<file path="config.mk">
export PLATFORM = sky130hd
export DESIGN_NAME = dds_quarter_wave
export DESIGN_NICKNAME = d
export VERILOG_FILES = /design/src/rtl/dds_pkg.sv /design/src/rtl/dds_quarter_wave_phase_acc.sv /design/src/rtl/dds_quarter_wave.sv
export SDC_FILE = /design/constraint.sdc
export NUM_CORES = 1
export LEC_CHECK = 0
export ABC_CLOCK_PERIOD_IN_PS = 3200
export CAP_MARGIN = 20
export CORE_ASPECT_RATIO = 0.75
export CORE_MARGIN = 10
export CORE_UTILIZATION = 40
export DETAILED_ROUTE_END_ITERATION = 8
export PLACE_DENSITY_LB_ADDON = 0.08
export SYNTH_ARGS = -nofsm -noshare
export SYNTH_HDL_FRONTEND = slang
export SYNTH_SLANG_ARGS = --single-unit
</file>
<file path="constraint.sdc">
create_clock -name clk -period 3.2 [get_ports clk]
set_input_delay 0.32 -clock clk [delete_from_list [all_inputs] [get_ports clk]]
set_output_delay 0.32 -clock clk [all_outputs]
set_load 0.02 [all_outputs]
</file>
<file path="src/rtl/dds_pkg.sv">
// Shared quadrant type, default widths and magnitude clamp for the quarter-wave DDS.
package dds_pkg;

   typedef enum logic [1:0] {
      Q0_POS        = 2'd0,
      Q1_POS_MIRROR = 2'd1,
      Q2_NEG        = 2'd2,
      Q3_NEG_MIRROR = 2'd3
   } quadrant_t;

   localparam int DEF_PHASE_W = 16;
   localparam int DEF_LUT_AW  = 5;
   localparam int DEF_DATA_W  = 8;

   // Limit to the largest positive value so the later negation never overflows.
   function automatic logic [31:0] clamp_mag(input logic [31:0] mag, input int unsigned data_w);
      logic [31:0] lim;
      lim = (32'd1 << (data_w - 1)) - 32'd1;
      return (mag > lim) ? lim : mag;
   endfunction

endpackage

</file>
<file path="src/rtl/dds_quarter_wave_phase_acc.sv">
// Phase accumulator with load-over-enable priority; DDS_WRAP_PULSE_EN adds a registered carry flag.
module dds_phase_acc
   import dds_pkg::*;
#(
   parameter int PHASE_W = DEF_PHASE_W
)(
   input  logic               clk,
   input  logic               rst,
   input  logic               en,
   input  logic               phase_load,
   input  logic [PHASE_W-1:0] phase_init,
   input  logic [PHASE_W-1:0] tuning_word,
   output logic [PHASE_W-1:0] phase
`ifdef DDS_WRAP_PULSE_EN
   ,
   output logic               wrap
`endif
);

`ifdef DDS_WRAP_PULSE_EN
   logic [PHASE_W:0] sum;
   assign sum = {1'b0, phase} + {1'b0, tuning_word};

   // wrap marks that the value now in the phase register came from an overflowing add.
   always_ff @(posedge clk or posedge rst) begin
      if (rst) begin
         phase <= '0;
         wrap  <= 1'b0;
      end else if (phase_load) begin
         phase <= phase_init;
         wrap  <= 1'b0;
      end else if (en) begin
         phase <= sum[PHASE_W-1:0];
         wrap  <= sum[PHASE_W];
      end
   end
`else
   always_ff @(posedge clk or posedge rst) begin
      if (rst) begin
         phase <= '0;
      end else if (phase_load) begin
         phase <= phase_init;
      end else if (en) begin
         phase <= phase + tuning_word;
      end
   end
`endif

endmodule

</file>
<file path="src/rtl/dds_quarter_wave.sv">
// Quarter-wave sine DDS front-end: phase decode, LUT addressing with mirroring, 2-stage pipe.
// Optional macro DDS_WRAP_PULSE_EN adds the wrap_pulse output.
module dds_quarter_wave
   import dds_pkg::*;
#(
   parameter int PHASE_W = DEF_PHASE_W,
   parameter int LUT_AW  = DEF_LUT_AW,
   parameter int DATA_W  = DEF_DATA_W
)(
   input  logic                     clk,
   input  logic                     rst,
   input  logic                     en,
   input  logic                     phase_load,
   input  logic [PHASE_W-1:0]       phase_init,
   input  logic [PHASE_W-1:0]       tuning_word,
   output logic [LUT_AW-1:0]        lut_addr,
   input  logic [DATA_W-1:0]        lut_data,
   output logic signed [DATA_W-1:0] sample,
   output logic                     sample_valid
`ifdef DDS_WRAP_PULSE_EN
   ,
   output logic                     wrap_pulse
`endif
);

   logic [PHASE_W-1:0] phase;
   quadrant_t          quad;
   logic [LUT_AW-1:0]  idx;
   logic               mirror;
   logic               negate;
   logic               neg_s1;
   logic [1:0]         fill_reg;
   logic [DATA_W-1:0]  mag;
   logic               valid_next;
`ifdef DDS_WRAP_PULSE_EN
   logic               wrap_flag;
   logic               wrap_s1;
`endif

   dds_phase_acc #(.PHASE_W(PHASE_W)) u_acc (
      .clk         (clk),
      .rst         (rst),
      .en          (en),
      .phase_load  (phase_load),
      .phase_init  (phase_init),
      .tuning_word (tuning_word),
      .phase       (phase)
`ifdef DDS_WRAP_PULSE_EN
      ,
      .wrap        (wrap_flag)
`endif
   );

   assign quad   = quadrant_t'(phase[PHASE_W-1 -: 2]);
   assign idx    = phase[PHASE_W-3 -: LUT_AW];
   assign mirror = (quad == Q1_POS_MIRROR) || (quad == Q3_NEG_MIRROR);
   assign negate = (quad == Q2_NEG) || (quad == Q3_NEG_MIRROR);
   assign mag    = DATA_W'(clamp_mag(32'(lut_data), DATA_W));

   // Phase bits below the LUT index are truncated away.
   generate
      if (PHASE_W > LUT_AW + 2) begin : g_trunc
         logic unused_lsbs;
         assign unused_lsbs = ^phase[PHASE_W-3-LUT_AW:0];
      end
   endgenerate

   // fill_reg counts enabled edges since reset/load; stage-1 data is meaningful once it is non-zero.
   assign valid_next = en && !phase_load && (fill_reg != 2'd0);

   always_ff @(posedge clk or posedge rst) begin
      if (rst) begin
         lut_addr     <= '0;
         neg_s1       <= 1'b0;
         sample       <= '0;
         sample_valid <= 1'b0;
         fill_reg     <= 2'd0;
      end else begin
         sample_valid <= valid_next;
         if (en) begin
            lut_addr <= mirror ? ~idx : idx;
            neg_s1   <= negate;
            sample   <= neg_s1 ? -mag : mag;
         end
         if (phase_load) begin
            fill_reg <= 2'd0;
         end else if (en && (fill_reg != 2'd2)) begin
            fill_reg <= fill_reg + 2'd1;
         end
      end
   end

`ifdef DDS_WRAP_PULSE_EN
   always_ff @(posedge clk or posedge rst) begin
      if (rst) begin
         wrap_s1    <= 1'b0;
         wrap_pulse <= 1'b0;
      end else begin
         wrap_pulse <= valid_next && wrap_s1;
         if (en) begin
            wrap_s1 <= wrap_flag;
         end
      end
   end
`endif

endmodule

</file>
==> results_dict.tcl <==
set metrics [dict create \
    outcome "finished clean" \
    drt-total-wl_mm 5.84 \
    ctsResizeCount 0 \
    synth.most_common_cell "dfrtp_1" \
    start_util_pct 41.1 \
    drc_errors 0 \
    syn_area_per_cell_sq_um 9.06 \
    finalInstanceArea_sq_um 3070 \
    synthDominantCellAreaShare_pct 34.6 \
    routedWlPerCell_um 14.8 \
    largest_reg_flops 16 \
    num_antenna_cells 0 \
    cp_max_fo 3 \
    ys_top_cells_by_count "dfrtp_1 (33), a21oi_1 (25), nor2_1 (24)" \
    synthTopCellsByArea "dfrtp_1 (35%), ha_1 (9.4%), a21oi_1 (5.2%)" \
    crit_family "compound AO/OA/AOI/OAI gates" \
    worst_pin_slew_ns 0.541 \
    globalRouteOverflowTotal 0 \
    slew_viol_final 0 \
    fin_nets 381 \
    cp_slowest_cell "clkdlybuf4s50_1" \
    yosys_warnings 0 \
    muxShareOfSynthArea_pct 4.83 \
    cellPowerDensity_nw_per_um2 498 \
    p_clk_share_pct 19.3 \
    postCtsSetupBuffers 0 \
    cp.required_ns 3.36 \
    cts_root_buf "clkbuf_8" \
    max_freq_mhz 401 \
    grt_use_met3_pct 3.77 \
    sw_frac_of_total_pct 36.0 \
    leakagePower_uw 0.00128 \
    ys_async_sr_fraction_pct 100 \
    use_met2_pct 19.8 \
    drive_above_1_share_pct 7.26 \
    syn_area_sq_um 2380 \
    dp_hpwl_mm 4.58 \
    cts_tree "yes" \
    synth_fa_ha_area_share_pct 10.3 \
    grt_pass1_wl_mm 9.85 \
    maxSlewHeadroom_pct 63.9 \
    gp_congestion 0.814 \
    cpPeakStageDelay_ns 0.40 \
    start_kind "input pin" \
    cts_sinks 33 \
    die_h_um 86.9 \
    hp-class "input pin to async pin" \
    post-route-period-util_pct 77.9 \
    met1_usage_pct 16.9 \
    synth.net_count 326 \
    numPortBuffers 57 \
    grt_util_all_layers_pct 12.8 \
    cts_hold_buf 0 \
    ir_worst_vdd_uv 227 \
    finClkSkew_ns 0.00838 \
    area_growth_pct 28.7 \
    die-area_sq_um 9480 \
    reg.largest.list "u_acc.phase: 16 flops, sample: 8 flops, lut_addr: 5 flops" \
    hold_viol_final 0 \
    crit_chain "clkdlybuf4s50_1 -> ha_1 -> fa_1 -> a21oi_1 -> o21ai_2 -> a31oi_2 -> o21ai_1 -> nor4bb_1 -> a2111o_1" \
    switchingPower_uw 550 \
    grt_busiest_layer "met2" \
    cp_data_arrival_time_ns 2.66 \
    synth_top_family_by_area "compound AO/OA/AOI/OAI gates" \
    synth_compound_area_share_pct 21.0 \
    cts_buffer_depth 2 \
    p_int_uw 977 \
    largest-register "u_acc.phase" \
    antenna_found_initial 0 \
    numCtsBuffers 5 \
    setup.worst_path.class "input pin to register" \
    yosys.area.top_type "dfrtp_1" \
    placed_area_sq_um 2990 \
    via_per_inst 5.08 \
    dp_slack_ns 0.411 \
    worstSkewPairLatency_ns 0.29 \
    synth_cell_types 52 \
    ys_ff_latch 33 \
    yosys.area_share.simple_pct 17.2 \
    io_pins 58 \
    post-route-min-period_ns 2.49 \
    path_buf_inv 1 \
    synth_edf_count 0 \
    die-width_um 109 \
    critPathCaptureType "register" \
    finalSetupTns_ns 0 \
    p_comb_share_pct 44.0 \
    grt_max_degree 34 \
    cts.htree.levels 2 \
    rows 24 \
    num_vias 2007 \
    setup_viol 0 \
    design_power_total_uw 1530 \
    synthFlopType "dfrtp_1" \
    clk_pin_slew_worst_paths_ns 0.07 \
    drt_iter0_drc 86 \
    drtPass1Iterations 4 \
    core-area_sq_um 5800 \
    postSynthCellCount 263 \
    rsz0062_at_grt "false" \
    power_frac_seq_pct 36.7 \
    synth_xor_area_share_pct 6.61 \
    ant_nets 0 \
    maxCapViolCount 0 \
    ys_seq_area_share_pct 34.6 \
    fin_ws_ns 0.708 \
    grt_pass1_vias 2111 \
]
[layer usage]
metal | wire length [um] | part of all wire (%) | vias up
met5 | 0 | 0 | -
met4 | 59 | 1.0 | 0
met3 | 357 | 6.1 | 8
met2 | 2550 | 44 | 38
met1 | 2880 | 49 | 912
li1 | - | - | 1049
[power by group through the flow]
| stage | Sequential (uW) | Clock [uW] | Combinational [uW] |
|---|---|---|---|
| 2_1_floorplan | 599 | 0 | 415 |
| 3_3_place_gp | 565 | 0 | 665 |
| 3_5_place_dp | 569 | 0 | 676 |
| 4_1_cts | 561 | 304 | 680 |
| 5_1_grt | 573 | 325 | 750 |
| 6_report | 560 | 295 | 672 |
[cell type report]
cell class,count,area [sq um]
Fill cell,548,2730
Multi-Input combinational cell,205,1430
Sequential cell,33,826
Timing Repair Buffer,61,596
Tap cell,78,97.6
Clock buffer,5,68.8
Inverter,12,45.0
Clock inverter,1,5.00
[through the flow]
step                      hold slack [ns]  instances  utilization, %
after floorplan                     0.441        263               -
after global placement              0.495        389            51.6
after detailed placement            0.502        389            51.6
after CTS                           0.444        395            52.9
after global routing                0.469        395            52.9
final                               0.421        395            52.9
[worst register-to-register path, stage by stage (launching register included)]
cell	delay (ns)
dfrtp_1	0.38
ha_1	0.21
fa_1	0.40
a21oi_1	0.29
o21ai_2	0.12
a31oi_2	0.25
o21ai_1	0.11
nor4bb_1	0.15
a2111o_1	0.38
[path summary, 6_finish.rpt]
| check | endpoint | slack [ns] | startpoint | depth (start not counted) |
|---|---|---|---|---|
| max | u_acc.phase[10] | 0.71 | tuning_word[0] | 9 |
| min | u_acc.phase[1] | 0.42 | rst | 3 |
| max reg2reg | u_acc.phase[10] | 0.79 | u_acc.phase[0] | 8 |
| min reg2reg | sample[5] | 0.51 | sample[5] | 1 |
| max in group asynchronous | u_acc.phase[15] | 2.45 | rst | 3 |
| min in group clk | sample[5] | 0.51 | sample[5] | 1 |
[logic make-up (layout without fill, tap and decap cells)]
group | Yosys count | count (layout)
AO/OA/AOI/OAI | 77 | 77
adder cells (fa/ha/maj) | 19 | 19
multiplexers | 11 | 11
flip-flops | 33 | 33
buffers and inverters | 25 | 79
AND/OR/NAND/NOR | 80 | 80
XOR/XNOR | 18 | 18
[cell usage in the layout (no fill, tap or decap), types with 2 or more instances in the layout]
cell type        count
a31o_2               2
or4_1                2
o31ai_1              2
nand3_1              5
nor2_1              24
dfrtp_1             33
nand2_1             19
a21oi_1             25
ha_1                18
nor3b_1              6
nand3b_1             3
mux2i_1              7
a21o_1               4
inv_1               12
nor2b_1              4
nand4_1              2
nand2b_1             2
xor2_1               4
xnor2_1             14
or3_1                2
a31oi_1              2
clkdlybuf4s50_1     56
a211oi_1             3
mux2_2               4
buf_4                4
o21ai_0             21
clkbuf_8             5
o21a_1               3
nor3_1               4
No activity file was read; power rests on OpenSTA's default activity.
